<file path="src/rtl/fpu_pkg.sv">
// Shared FPU packing types: biases, exponent limits, format/class enums and the S1->S2 struct.
// FP_PACKER_DENORM_EN widens the stage struct to carry the subnormal shift and hidden bit.
package fpu_pkg;

  localparam int BIAS_D = 1023;
  localparam int BIAS_S = 127;
  localparam int EMAX_D = 2047;
  localparam int EMAX_S = 255;

`ifdef FP_PACKER_DENORM_EN
  localparam int FW = 53;
`else
  localparam int FW = 52;
`endif

  typedef enum logic {
    SINGLE = 1'b0,
    DOUBLE = 1'b1
  } fmt_e;

  typedef enum logic [2:0] {
    NORMAL,
    ZERO,
    INF,
    NAN,
    UNDERFLOW,
    OVERFLOW
  } cls_e;

  // Hidden bit is only kept when the subnormal shifter needs it.
  typedef struct packed {
    fmt_e        fmt;
    logic        s;
    cls_e        cls;
    logic [10:0] eb;
`ifdef FP_PACKER_DENORM_EN
    logic [5:0]  sh;
`endif
    logic [FW-1:0] f;
  } s1_t;

endpackage

</file>
<file path="src/rtl/fp_denorm_shift.sv">
// Subnormal significand shifter: f >> sh, fraction field only; amounts past the width give zero.
// Present only when FP_PACKER_DENORM_EN is defined.
`ifdef FP_PACKER_DENORM_EN
module fp_denorm_shift (
  input  logic [52:0] f_i,
  input  logic [5:0]  sh_i,
  output logic [51:0] f_o
);

  always_comb begin
    f_o = '0;
    if (sh_i < 6'd53) begin
      f_o = 52'(f_i >> sh_i);
    end
  end

endmodule
`endif

</file>
<file path="src/rtl/fp_packer.sv">
// Two-stage valid/ready packer from sign/unbiased exponent/significand to an IEEE-754 word.
// FP_PACKER_DENORM_EN: underflow produces subnormals; otherwise it flushes to signed zero.
module fp_packer
  import fpu_pkg::*;
(
  input  logic        clk,
  input  logic        rst,
  input  logic        in_valid,
  output logic        in_ready,
  input  logic        db,
  input  logic        s,
  input  logic [12:0] e,
  input  logic [52:0] f,
  input  logic        nan,
  input  logic        inf,
  input  logic        zero,
  output logic        out_valid,
  input  logic        out_ready,
  output logic [63:0] fp
);

`ifdef FP_PACKER_DENORM_EN
  function automatic logic [5:0] sat_sh(input logic signed [13:0] v);
    if (v > 14'sd63) begin
      return 6'd63;
    end else if (v < 14'sd0) begin
      return 6'd0;
    end
    return v[5:0];
  endfunction
`endif

  logic               vld_p1_q;
  logic               vld_p2_q;
  s1_t                st_p1_q;
  s1_t                st_d;
  logic [63:0]        fp_p2_q;
  logic [63:0]        fp_d;
  logic               rdy_p1;
  logic               rdy_p2;
  logic signed [13:0] eb_c;
  logic signed [13:0] emax_c;

  assign rdy_p2    = !vld_p2_q || out_ready;
  assign rdy_p1    = !vld_p1_q || rdy_p2;
  assign in_ready  = rdy_p1;
  assign out_valid = vld_p2_q;
  assign fp        = fp_p2_q;

  // ---- S1: bias the exponent and classify ----
  always_comb begin
    eb_c   = $signed({e[12], e}) + (db ? 14'(BIAS_D) : 14'(BIAS_S));
    emax_c = db ? 14'(EMAX_D) : 14'(EMAX_S);
    st_d     = '0;
    st_d.fmt = db ? DOUBLE : SINGLE;
    st_d.s   = s;
    st_d.eb  = eb_c[10:0];
    st_d.f   = f[FW-1:0];
`ifdef FP_PACKER_DENORM_EN
    st_d.sh  = sat_sh(14'sd1 - eb_c);
`endif
    if (nan) begin
      st_d.cls = NAN;
    end else if (inf) begin
      st_d.cls = INF;
    end else if (zero || (f == 53'd0)) begin
      st_d.cls = ZERO;
    end else if (eb_c >= emax_c) begin
      st_d.cls = OVERFLOW;
    end else if (eb_c <= 14'sd0) begin
      st_d.cls = UNDERFLOW;
    end else begin
      st_d.cls = NORMAL;
    end
  end

  always_ff @(posedge clk) begin
    if (in_valid && rdy_p1) begin
      st_p1_q <= st_d;
    end
  end

  // ---- S2: assemble the output word ----
`ifdef FP_PACKER_DENORM_EN
  logic [51:0] dn_f;

  fp_denorm_shift u_shift (
    .f_i  (st_p1_q.f),
    .sh_i (st_p1_q.sh),
    .f_o  (dn_f)
  );
`endif

  always_comb begin
    fp_d = '0;
    case (st_p1_q.cls)
      NAN: begin
        fp_d = (st_p1_q.fmt == DOUBLE) ? {st_p1_q.s, 11'h7FF, 1'b1, 51'd0}
                                       : {st_p1_q.s, 8'hFF, 1'b1, 22'd0, 32'd0};
      end
      INF, OVERFLOW: begin
        fp_d = (st_p1_q.fmt == DOUBLE) ? {st_p1_q.s, 11'h7FF, 52'd0}
                                       : {st_p1_q.s, 8'hFF, 23'd0, 32'd0};
      end
      ZERO: begin
        fp_d = {st_p1_q.s, 63'd0};
      end
      UNDERFLOW: begin
`ifdef FP_PACKER_DENORM_EN
        fp_d = (st_p1_q.fmt == DOUBLE) ? {st_p1_q.s, 11'd0, dn_f}
                                       : {st_p1_q.s, 8'd0, dn_f[51:29], 32'd0};
`else
        fp_d = {st_p1_q.s, 63'd0};
`endif
      end
      default: begin
        fp_d = (st_p1_q.fmt == DOUBLE) ? {st_p1_q.s, st_p1_q.eb, st_p1_q.f[51:0]}
                                       : {st_p1_q.s, st_p1_q.eb[7:0], st_p1_q.f[51:29], 32'd0};
      end
    endcase
  end

  always_ff @(posedge clk or posedge rst) begin
    if (rst) begin
      vld_p1_q <= 1'b0;
      vld_p2_q <= 1'b0;
      fp_p2_q  <= '0;
    end else begin
      if (rdy_p1) begin
        vld_p1_q <= in_valid;
      end
      if (rdy_p2) begin
        vld_p2_q <= vld_p1_q;
        if (vld_p1_q) begin
          fp_p2_q <= fp_d;
        end
      end
    end
  end

endmodule

</file>
<file path="config.mk">
export PLATFORM = sky130hd
export DESIGN_NAME = fp_packer
export DESIGN_NICKNAME = d
export VERILOG_FILES = /design/src/rtl/fpu_pkg.sv /design/src/rtl/fp_denorm_shift.sv /design/src/rtl/fp_packer.sv
export SDC_FILE = /design/constraint.sdc
export NUM_CORES = 1
export LEC_CHECK = 0
export ABC_AREA = 1
export CAP_MARGIN = 15
export CORE_MARGIN = 8
export CORE_UTILIZATION = 40
export DETAILED_ROUTE_END_ITERATION = 6
export PLACE_DENSITY = 0.72
export SLEW_MARGIN = 20
export SYNTH_ARGS = -nofsm -noshare
export SYNTH_HDL_FRONTEND = slang
export SYNTH_HIERARCHICAL = 1
export SYNTH_SLANG_ARGS = --single-unit
export TNS_END_PERCENT = 20
</file>
<file path="constraint.sdc">
create_clock -name clk -period 3.61 [get_ports clk]
set_clock_uncertainty 0.2 [all_clocks]
set_input_delay 1.083 -clock clk [delete_from_list [all_inputs] [get_ports clk]]
set_output_delay 1.083 -clock clk [all_outputs]
set_load 0.05 [all_outputs]
</file>
**Word-level counts from Yosys, hierarchy flattened**

Cells that the tools add are included.

- Flip-flop bits (word level): 134
- Output and inout bits: 66
- Word-level logic and storage cells: 41
- Input port bits: 75

- Eq/ne operators: 5
- Add/sub/neg operators: 1
- Order comparisons: 2
- Reductions and logical operators: 12
- Mux-type cells: 11

Operator list:

| operator | count |
|---|---|
| 63-bit one-hot mux with 3 select lines | 1 |
| 63-bit 2-to-1 mux | 1 |
| 55-bit 2-to-1 mux | 1 |
| 54-bit 2-to-1 mux | 1 |
| 53-bit logical NOT | 1 |
| 13-bit by 11-bit adder with 14-bit output | 1 |
| 14-bit by 12-bit greater-or-equal comparator with 1-bit output | 1 |
| 14-bit by 1-bit <= comparator with 1-bit output (second input constant) | 1 |
| 11-bit 2-to-1 mux | 1 |
| 10-bit 2-to-1 mux | 1 |
| 3-bit by 2-bit == test with 1-bit output (second input constant) | 2 |
| 3-bit == test (second input constant) | 2 |
| 3-bit 2-to-1 mux | 2 |
| 2-bit OR reduction | 3 |
| 3-bit by 1-bit == test with 1-bit output (second input constant) | 1 |
| 1-bit logical OR | 3 |
| 3-bit OR reduction | 1 |
| 1-bit logical NOT | 2 |
| 1-bit 2-to-1 mux | 2 |
| 2-bit 2-to-1 mux | 1 |
| 2-bit AND reduction | 1 |
| 1-bit logical AND | 1 |

**Logic depth before layout (Yosys ltp)**

- Depth in word-level cells: 7
- Depth in mapped cells: 21

**Worst setup path after synthesis**

No wires, ideal clock.

- Path kind: input port to flip-flop
- Start: input port out_ready
- End: register st_p1_q[0] (netlist name) (enable)
- Required time: 2.988 ns
- Library setup time: 0.422 ns
- Setup slack: -0.015 ns
- Arrival time: 3.004 ns
- Stages: 4
- Cell sequence: inv_1 -> nand3_1 -> nand2_1 -> inv_1

- Word-level cells in the longest chain between the ends: 3

RTL lines:

| item | RTL line | text |
|---|---|---|
| start, declared | fp_packer.sv:18 | `input logic out_ready,` |
| 1-bit logical OR | fp_packer.sv:44 | `assign rdy_p2 = !vld_p2_q \|\| out_ready;` |
| 1-bit logical OR | fp_packer.sv:45 | `assign rdy_p1 = !vld_p1_q \|\| rdy_p2;` |
| via in_ready | fp_packer.sv:9 | `output logic in_ready,` |
| 1-bit logical AND | fp_packer.sv:78 | `if (in_valid && rdy_p1) begin` |
| end signal, assigned | fp_packer.sv:79 | `st_p1_q <= st_d;` |
| end, declared | fp_packer.sv:35 | `s1_t st_p1_q;` |

The timed path passes the listed nets, and every way through them passes these cells.
A chain may end at the register's enable or synchronous reset.

**Worst setup path in the final report**

- Start: input port e[7]
- End: register st_p1_q[63] (netlist name) (data pin)

- Word-level cells in the longest chain between the ends: 5

RTL lines:

| item | RTL line | text |
|---|---|---|
| start, declared | fp_packer.sv:12 | `input logic [12:0] e,` |
| 13-bit by 11-bit adder with 14-bit output | fp_packer.sv:52 | `eb_c = $signed({e[12], e}) + (db ? 14'(BIAS_D) : 14'(BIAS_S));` |
| via eb_c[9] | fp_packer.sv:41 | `logic signed [13:0] eb_c;` |
| 14-bit by 12-bit greater-or-equal comparator with 1-bit output | fp_packer.sv:68 | `end else if (eb_c >= emax_c) begin` |
| 3-bit 2-to-1 mux | fp_packer.sv:68 |  |
| 2-bit 2-to-1 mux | fp_packer.sv:66 | `end else if (zero \|\| (f == 53'd0)) begin` |
| 1-bit 2-to-1 mux | fp_packer.sv:64 | `end else if (inf) begin` |

The timed path passes the listed nets, and every way through them passes these cells.

==> results.md <==
- # diodes: 0
- Hold Violations, Final: 0
- Layout cell share with drive strength beyond 1: 9.99%
- Pleak: 3.50 nW
- Internal cell power: 3.27 mW
- Final setup fails: 0
- Setup crit start kind: input pin
- Area occupied by multi-input gates: 0.00200 mm^2
- Largest net degree at the start of global routing: 72
- Clock tree buffer depth: 2
- Cts bufs inserted: 17
- Total design power: 4.81 mW
- RR Endpoint: fp[41]$_DFFE_PP0P_
- Share of synthesized registers carrying an async set or reset: 49.3%
- ANT nets after route: 0
- Outcome: completed
- Critical path origin: e[7]
- Crit-path slowest cell: clkdlybuf4s50_1
- Setup crit end: st_p1_q[63]$_SDFFCE_PP1P_
- Critical Path Fanout Max: 5
- Max-cap violations: 0
- FF-to-FF setup slack: 1.39 ns
- Register clock-pin slew on the reported worst setup and hold paths: 0.05 ns
- Period utilisation layout: 94.7%
- Gpl congestion: 0.862
- Grt ovf: 0
- Reg area: 0.00369 mm^2
- DRC: 0
- RR Startpoint: st_p1_q[63]$_SDFFCE_PP1P_
- Pre-antenna DRT Iters: 5
- DR WL met2: 7980 um
- H-tree levels: 4
- Die Y-Extent: 138 um
- Fin nets: 862
- Register area share after synthesis: 61.8%
- Antenna violations before repair: 0
- Net Sw Frac: 32.1%
- Drt initial violations: 248
- Die width: 138 um
- Peak supply drop: 354 uV
- Syn Area/Cell: 9.64 um^2
- Full die area: 0.0191 mm^2
- Worst path most repeated cell: nand2_1
- Top post-synthesis cells by area: edfxtp_1, dfrtp_1, nand2_1, nor2_1, o21ai_0
- CP delay by family, top: simple AND/OR/NAND/NOR gates
- Reg power frac: 39.7%
- Detail Placement HPWL: 11,400 um
- Min-Delay Path Class: flip-flop to flip-flop
- # port buffers: 140
- Via count: 4,959
- Setup Fix Bufs, Post-CTS: 0
- CP Class: input pin to flip-flop
- Synth area leader: edfxtp_1
- Max incr delay on CP: 0.44 ns
- Mean number of vias per cell: 5.09
- Vias in the first global route: 5,185
- Max-Slew Margin vs Limit: 48.1%
- Final Critical Period: 3.42 ns
- Initial core utilization: 41.0%
- Wire per inst: 16.2 um
- Psw: 1.54 mW
- Worst slew pin tran: 0.778 ns
- Pins over their slew limit: 0
- Wire length on met1: 6580 um
- First-pass GRT wire length: 25,600 um
- CTS root buffer: clkbuf_16
- TNS Setup: 0 ns
- CORE AREA: 0.0146 mm^2
- Most numerous cell in the Yosys netlist: nand2_1
- FP Rows: 44
- Layout area overhead: 39.3%
- Met3 WL: 990 um
- Cell Area, Synth: 0.00598 mm^2
- Final design utilization: 57.0%
- Top cell type's share of synthesized area: 34.2%
- Syn nets: 704
- PD cells: 579 mW/mm^2
- R2R cell count: 6
- Critical Path End Type: flip-flop
- Clock Latency Late Sink: 0.41 ns
- Warnings, synthesis: 6
- Clock Sink Count: 134
- Ports: 141
- CP Buf/Inv Count: 2
- WL final: 15,800 um
- Number of synthesized register bits: 134
- Power share of the clock group: 33.3%
- Top layer in use: met4
- Synth top cells by count: nand2_1, nor2_1, edfxtp_1
- Cells after Synth: 620
- Predominant post-synthesis flop cell: edfxtp_1
- Fmax: 293 MHz
- GRT Util Overall: 16.5%
- Stages on worst setup path: 22
- Combinational Power Share: 27.0%
- Synth cell types: 33
- Filler cell count: 1,210
- CP required: 3.57 ns
- CTS tree: yes
- Worst path cell trace: clkdlybuf4s50_1, ha_4, nand2_2, nor2_1, nor2_1, nand2_1, nand2_1, nand2_1, inv_1, ha_1, nand3_1, nor2_1, nand2_1, nor2_1, nand3_1, nand2_1, nand2_1, nand2_1, nand2_1, nand3_1, nand2_1, nand2_1
- Hold buffer count at CTS: 0
- Worst Path Arrival: 3.38 ns
- Number of synthesized flops with an enable pin: 68
[state kept, by name, indices dropped and copies added (netlist names)]
name,flops
st_p1_q,68
fp,64
out_valid,1
vld_p1_q,1
[power by group through the flow]
stage,Sequential [mW],Clock (mW),Combinational (mW)
after floorplan,2.35,0,0.361
after global placement,1.93,0,1.28
after detailed placement,1.94,0,1.30
after CTS,1.91,1.63,1.31
after global routing,1.93,1.70,1.39
final,1.91,1.60,1.30
[cell families (layout without fill, tap and decap cells)]
| group | after synthesis | in the layout | share of synthesized area (%) |
|---|---|---|---|
| multiplexers | 1 | 1 | 0.168 |
| AND/OR/NAND/NOR | 302 | 302 | 21.7 |
| flip-flops | 134 | 134 | 61.8 |
| XOR/XNOR | 2 | 2 | 0.293 |
| adder cells (fa/ha/maj) | 9 | 9 | 1.88 |
| buffers and inverters | 81 | 252 | 5.13 |
| AO/OA/AOI/OAI | 91 | 91 | 9.05 |
[metrics by stage]
stage | hold WS, ns | setup WS, ns | area (um^2) | cells
2_1_floorplan | 0.218 | 0.152 | 5980 | 620
5_1_grt | 0.302 | -0.00382 | 8320 | 975
6_report | 0.278 | 0.192 | 8320 | 975
3_3_place_gp | 0.229 | -0.211 | 7740 | 943
3_5_place_dp | 0.254 | -0.307 | 7740 | 943
4_1_cts | 0.281 | 0.117 | 8290 | 975
[worst min path at each step]
stage / start / to / slack (ns) / cells past startpoint
after detailed placement: st_p1_q[66]$_DFFE_PP_ / fp[63]$_DFFE_PP0P_ / 0.25 / 2
after CTS: fp[37]$_DFFE_PP0P_ / fp[37]$_DFFE_PP0P_ / 0.28 / 2
after global routing: fp[6]$_DFFE_PP0P_ / fp[6]$_DFFE_PP0P_ / 0.30 / 2
after global placement: st_p1_q[66]$_DFFE_PP_ / fp[63]$_DFFE_PP0P_ / 0.23 / 2
after floorplan: st_p1_q[66]$_DFFE_PP_ / fp[63]$_DFFE_PP0P_ / 0.22 / 2
final: fp[37]$_DFFE_PP0P_ / fp[37]$_DFFE_PP0P_ / 0.28 / 2
[layer usage]
metal  up-vias  global-route usage (%)
li1       2407                       -
met1      2365                    18.6
met2       172                    29.1
met3        15                    5.07
met4         0                    5.26
met5         -                       0
[cell type report]
cell class                      count  share of cell area (%)
Sequential cell                   134                    44.4
Multi-Input combinational cell    405                    24.1
Timing Repair Buffer              166                    19.6
Clock buffer                       28                    6.09
Tap cell                          184                    2.77
Inverter                           54                    2.48
Clock inverter                      4                   0.571
[timing repair]
action	CTS	global route
hold endpoints to repair	0	0
endpoints found under the setup margin	0	2
gates resized for setup	0	3
[placed cells by master, fill, tap and decap left out, types with 3 or more instances in the layout]
cell type	instances
inv_1	50
nor2_1	72
clkbuf_1	7
edfxtp_1	68
buf_12	3
nor2_2	6
nor4_1	7
a21oi_1	14
nand3_1	45
o31ai_1	3
buf_4	24
ha_1	7
o21ai_1	3
dfrtp_1	66
nand4_1	9
clkbuf_8	4
nand2_1	146
clkbuf_16	17
o41ai_1	15
o21ai_0	47
nand2_2	11
clkdlybuf4s50_1	138
a31oi_1	3
[worst register-to-register path, cell delays in order, from the launching register on]
cell and delay, ns:
edfxtp_1 0.42, nor2_1 0.12, nand2_1 0.05, nand2_1 0.35
inv_2 0.39, buf_4 0.28, o41ai_1 0.28
Power figures use the tool's default switching activity.
